<file path="config.mk">
export PLATFORM = sky130hd
export DESIGN_NAME = ws2812b_bit_encoder
export DESIGN_NICKNAME = d
export VERILOG_FILES = /design/src/rtl/ws2812b_bit_encoder.sv
export SDC_FILE = /design/constraint.sdc
export NUM_CORES = 1
export LEC_CHECK = 0
export ABC_AREA = 1
export ABC_CLOCK_PERIOD_IN_PS = 4400
export BUFFER_PORTS_ARGS = -buffer_cell sky130_fd_sc_hd__buf_2
export CORE_MARGIN = 1.5
export CORE_UTILIZATION = 50
export DETAILED_ROUTE_END_ITERATION = 7
export GPL_TIMING_DRIVEN = 0
export PLACE_DENSITY = 0.81
export REMOVE_ABC_BUFFERS = 1
export SYNTH_ARGS = -nofsm -noshare
export SYNTH_HDL_FRONTEND = slang
export SYNTH_SLANG_ARGS = --single-unit
</file>
<file path="constraint.sdc">
create_clock -name clk -period 4.4 [get_ports clk]
set_clock_uncertainty 0.2 [all_clocks]
set_input_delay 0.22 -clock clk [delete_from_list [all_inputs] [get_ports clk]]
set_output_delay 0.22 -clock clk [all_outputs]
set_load 0.005 [all_outputs]
</file>
<file path="src/rtl/ws2812b_bit_encoder.sv">
// WS2812B serialiser: one 24-bit GRB word in per handshake, NRZ pulse-width bits out MSB-first.
// Optional latch low period after the word; ready stays low until the word (and latch) completes.
module ws2812b_bit_encoder #(
    parameter int T0H_CYCLES   = 26,
    parameter int T1H_CYCLES   = 51,
    parameter int BIT_CYCLES   = 80,
    parameter int RESET_CYCLES = 19200
) (
    input  logic        clk,
    input  logic        rst_n,
    input  logic [23:0] data_in,
    input  logic        valid,
    input  logic        latch,
    output logic        ready,
    output logic        led
);

    localparam int MAX_CYC = (BIT_CYCLES > RESET_CYCLES) ? BIT_CYCLES : RESET_CYCLES;
    localparam int CW      = (MAX_CYC > 1) ? $clog2(MAX_CYC) : 1;

    localparam logic [CW-1:0] BIT_LAST = CW'(BIT_CYCLES - 1);
    localparam logic [CW-1:0] RST_LAST = CW'(RESET_CYCLES - 1);
    localparam logic [CW-1:0] T0H      = CW'(T0H_CYCLES);
    localparam logic [CW-1:0] T1H      = CW'(T1H_CYCLES);

    if (!(T0H_CYCLES > 0 && T0H_CYCLES < T1H_CYCLES &&
          T1H_CYCLES < BIT_CYCLES && RESET_CYCLES >= 1)) begin : g_param_err
        $error("ws2812b_bit_encoder: invalid timing parameters");
    end

    typedef enum logic [1:0] {
        IDLE  = 2'd0,
        SEND  = 2'd1,
        LATCH = 2'd2
    } state_t;

    state_t          state_q, state_d;
    logic            led_q, led_d;
    logic            ready_q, ready_d;
    logic [23:0]     shift_q, shift_d;
    logic            latch_q, latch_d;
    logic [CW-1:0]   cyc_q, cyc_d;
    logic [4:0]      bit_q, bit_d;

    logic [CW-1:0]   th;
    logic [CW-1:0]   cyc_inc;

    always_comb begin
        state_d = state_q;
        led_d   = led_q;
        ready_d = ready_q;
        shift_d = shift_q;
        latch_d = latch_q;
        cyc_d   = cyc_q;
        bit_d   = bit_q;
        th      = shift_q[23] ? T1H : T0H;
        cyc_inc = cyc_q + 1'b1;

        case (state_q)
            IDLE: begin
                led_d   = 1'b0;
                ready_d = 1'b1;
                if (valid && ready_q) begin
                    shift_d = data_in;
                    latch_d = latch;
                    cyc_d   = '0;
                    bit_d   = '0;
                    state_d = SEND;
                    ready_d = 1'b0;
                    // Both high times are non-zero, so every bit opens high.
                    led_d   = 1'b1;
                end
            end
            SEND: begin
                ready_d = 1'b0;
                if (cyc_q == BIT_LAST) begin
                    cyc_d   = '0;
                    shift_d = {shift_q[22:0], 1'b0};
                    if (bit_q == 5'd23) begin
                        bit_d = '0;
                        led_d = 1'b0;
                        if (latch_q) begin
                            state_d = LATCH;
                        end else begin
                            state_d = IDLE;
                            ready_d = 1'b1;
                        end
                    end else begin
                        bit_d = bit_q + 5'd1;
                        led_d = 1'b1;
                    end
                end else begin
                    cyc_d = cyc_inc;
                    led_d = (cyc_inc < th);
                end
            end
            LATCH: begin
                led_d   = 1'b0;
                ready_d = 1'b0;
                if (cyc_q == RST_LAST) begin
                    cyc_d   = '0;
                    state_d = IDLE;
                    ready_d = 1'b1;
                end else begin
                    cyc_d = cyc_inc;
                end
            end
            default: begin
                state_d = IDLE;
                led_d   = 1'b0;
                ready_d = 1'b1;
                cyc_d   = '0;
                bit_d   = '0;
            end
        endcase
    end

    always_ff @(posedge clk) begin
        if (!rst_n) begin
            state_q <= IDLE;
            led_q   <= 1'b0;
            ready_q <= 1'b1;
            shift_q <= '0;
            latch_q <= 1'b0;
            cyc_q   <= '0;
            bit_q   <= '0;
        end else begin
            state_q <= state_d;
            led_q   <= led_d;
            ready_q <= ready_d;
            shift_q <= shift_d;
            latch_q <= latch_d;
            cyc_q   <= cyc_d;
            bit_q   <= bit_d;
        end
    end

    assign ready = ready_q;
    assign led   = led_q;

endmodule

</file>
==> results.cfg <==
[worst_setup_path]
start_kind = flop
crit_family = adder cells
startpoint = state_q[1]
cpMostUsedCell = inv_1
r2r_start = state_q[1]
ff2ff_path_depth = 8
cp_cell_sequence = inv_1 -> ha_2 -> inv_1 -> o21ai_4 -> buf_16 -> nand3_1 -> nand2_1 -> nor2_1
r2r-end = shift_q[12]
cp-endpoint = shift_q[12]
worstSetupEndpointType = flop
cp_num_buf_inv = 3
slowest_delay_ps = 720
crit_cells = 8
worst-endpoint-arrival_ps = 2880
path_class = flop to flop
cp_slowest_cell = ha_2
r2r_slack_ps = 1530
required_ps = 4410
cp_max_fo = 28

[clocking]
postCtsSetupBuffers = 0
cts_sinks = 49
cts_root_buf = clkbuf_8
cts_htree_levels = 2
worstSkewPairLatency_ps = 320
postCtsHoldBufs = 1
clockBufferDepth = 2
clk_pin_slew_ps = 100
cts_resized = 0
numCtsBuffers = 5
cts_tree = done

[synthesis]
synth-main-ff-cell = dfxtp_1
yosys_warnings = 0
yosys.area.top_type = dfxtp_1
ys_seq_area_share_pct = 33.8
ys_types = 28
yosysTopAreaCellShare_pct = 33.8
ys_ff_latch = 49
synthesis.area_um2 = 2900
syn-instance-count = 432
ys_async_sr_fraction_pct = 0
avgSynthCellArea_um2 = 6.71
ys_top_cells_by_area = dfxtp_1 (34%), nand2_1 (15%), mux2i_1 (7.9%)
synth_enable_flop_cells = 0

[timing]
fin_crit_sh_pct = 65.1
finalSetupViolCount = 0
max_freq_ghz = 0.349
worst_pin_slew_ps = 1090
fin_tns_setup_ps = 0
rsz0062_at_grt = no
max_slew_margin_pct = 27.4
hold_viol = 0
slew_violations = 0
min_period_ps = 2870

[power]
power_density_nw_per_um2 = 600
ir_drop_mv = 0.391
leakagePower_nw = 1.39
finalPower_mw = 1.90

[floorplanning]
die_h_um = 79.1
pin_count = 30
core-area_um2 = 5540
die_x_um = 79.1
start_util_pct = 52.3
die_area_um2 = 6260
rows = 27

[job]
drv_cap = 0

[finish]
final_area_um2 = 3170
fillers = 561
drive_gt1_share_pct = 11.3
num_antenna_cells = 0
area_growth_pct = 9.49
final_util_pct = 57.3
fin_nets = 485

[place]
hpwl_um = 4290
port_buffers = 29
gp_congestion = 0.978
postPlaceCellArea_um2 = 3060

[worst_hold_path]
min_path_type = input port to flop

[global_route]
grt_pass1_vias = 2550
use_met3_pct = 4.02
grt_util_met1_pct = 26.3
gr-total-overflow = 0
grt_max_degree = 53
grt_first_pass_wirelength_um = 11000
use_met2_pct = 37.0
grt.busiest_layer = met2
antenna_found_initial = 0
track_usage_pct = 21.7

[drt]
firstDrtPassIters = 5
wl_um = 6240
drc = 0
wl_per_cell_um = 11.9
via_per_inst = 5.36
ant_nets = 0
vias = 2796
drtIter0Drc = 156

[run_status]
outcome = complete, no violations
[cells in the mapped netlist (5+ instances only)]
cell / n
nand3b_1: 7
nand2_1: 115
buf_2: 5
clkbuf_1: 10
inv_2: 5
nor2_1: 48
inv_1: 32
nand4_1: 8
dfxtp_1: 49
o21ai_0: 7
ha_1: 8
nand3_1: 46
nor3_1: 6
a21oi_1: 45
mux2i_1: 23
[per-layer routing]
layer | vias to the layer above | wire (um)
li1 | 1454 | -
met1 | 1276 | 2920
met2 | 59 | 2920
met3 | 7 | 301
met4 | 0 | 90
met5 | - | 0
[worst min-delay path by stage]
stage                start     endpoint  slack, ps  cells after the start
4_1_cts        data_in[23]  shift_q[23]         40                      5
5_1_grt         data_in[0]   shift_q[0]         60                      5
6_report        data_in[0]   shift_q[0]         50                      5
3_5_place_dp      bit_q[4]     bit_q[4]        270                      2
3_3_place_gp      bit_q[4]     bit_q[4]        260                      2
2_1_floorplan        rst_n   shift_q[0]        140                      2
[power breakdown]
| part | internal, mW | leakage [nW] | switching [mW] |
|---|---|---|---|
| combinational | 0.347 | 0.936 | 0.606 |
| sequential | 0.580 | 0.401 | 0.0753 |
| clock | 0.131 | 0.0518 | 0.163 |
[cell usage in the layout, fill, tap and decap left out, types with 2 or more instances in the layout]
cell type	instances
nand2_1	115
nor3_1	6
inv_2	5
a21oi_1	45
inv_1	32
clkbuf_8	6
nand4_1	8
mux2i_1	23
buf_2	29
nand3b_1	7
o21ai_0	7
nor2_1	48
ha_1	7
dfxtp_1	49
xor2_1	2
nor4_1	2
nand3_1	46
[worst reg2reg max path, stage by stage, from the launching register on]
cell and delay (ps):
dfxtp_1 350, inv_1 80, ha_2 720, inv_1 360, o21ai_4 590, buf_16 240, nand3_1 90, nand2_1 100
nor2_1 50
[logic make-up after synthesis]
logic type / synth area share (%)
buffers and inverters: 8.50
DFF: 33.8
AOI/OAI and AO/OA: 9.88
xor gates and xnor gates: 0.604
muxes: 7.94
and+or+nand+nor: 35.8
adders and majority gates: 3.45
[per-stage QoR]
step	setup slack [ps]	hold WS (ps)	cells
2_1_floorplan	1150	141	411
3_3_place_gp	355	256	512
3_5_place_dp	1530	266	513
4_1_cts	1510	41.9	522
5_1_grt	1310	59.6	522
6_report	1530	46.5	522
[cell type report]
| type | count | area [um2] | share of cell area [%] |
|---|---|---|---|
| Multi-Input combinational cell | 325 | 1680 | 53.0 |
| Sequential cell | 49 | 981 | 30.9 |
| Timing Repair Buffer | 31 | 183 | 5.75 |
| Inverter | 37 | 139 | 4.38 |
| Tap cell | 72 | 90.1 | 2.84 |
| Clock buffer | 6 | 82.6 | 2.60 |
| Clock inverter | 2 | 17.5 | 0.552 |
[sequential cells by signal, indices dropped and copies added, names as in the netlist]
signal and flops:
shift_q 24, cyc_q 15, bit_q 5, state_q 2
latch_q 1, led 1, ready 1
Note: power is estimated with default switching activity, not from simulation.
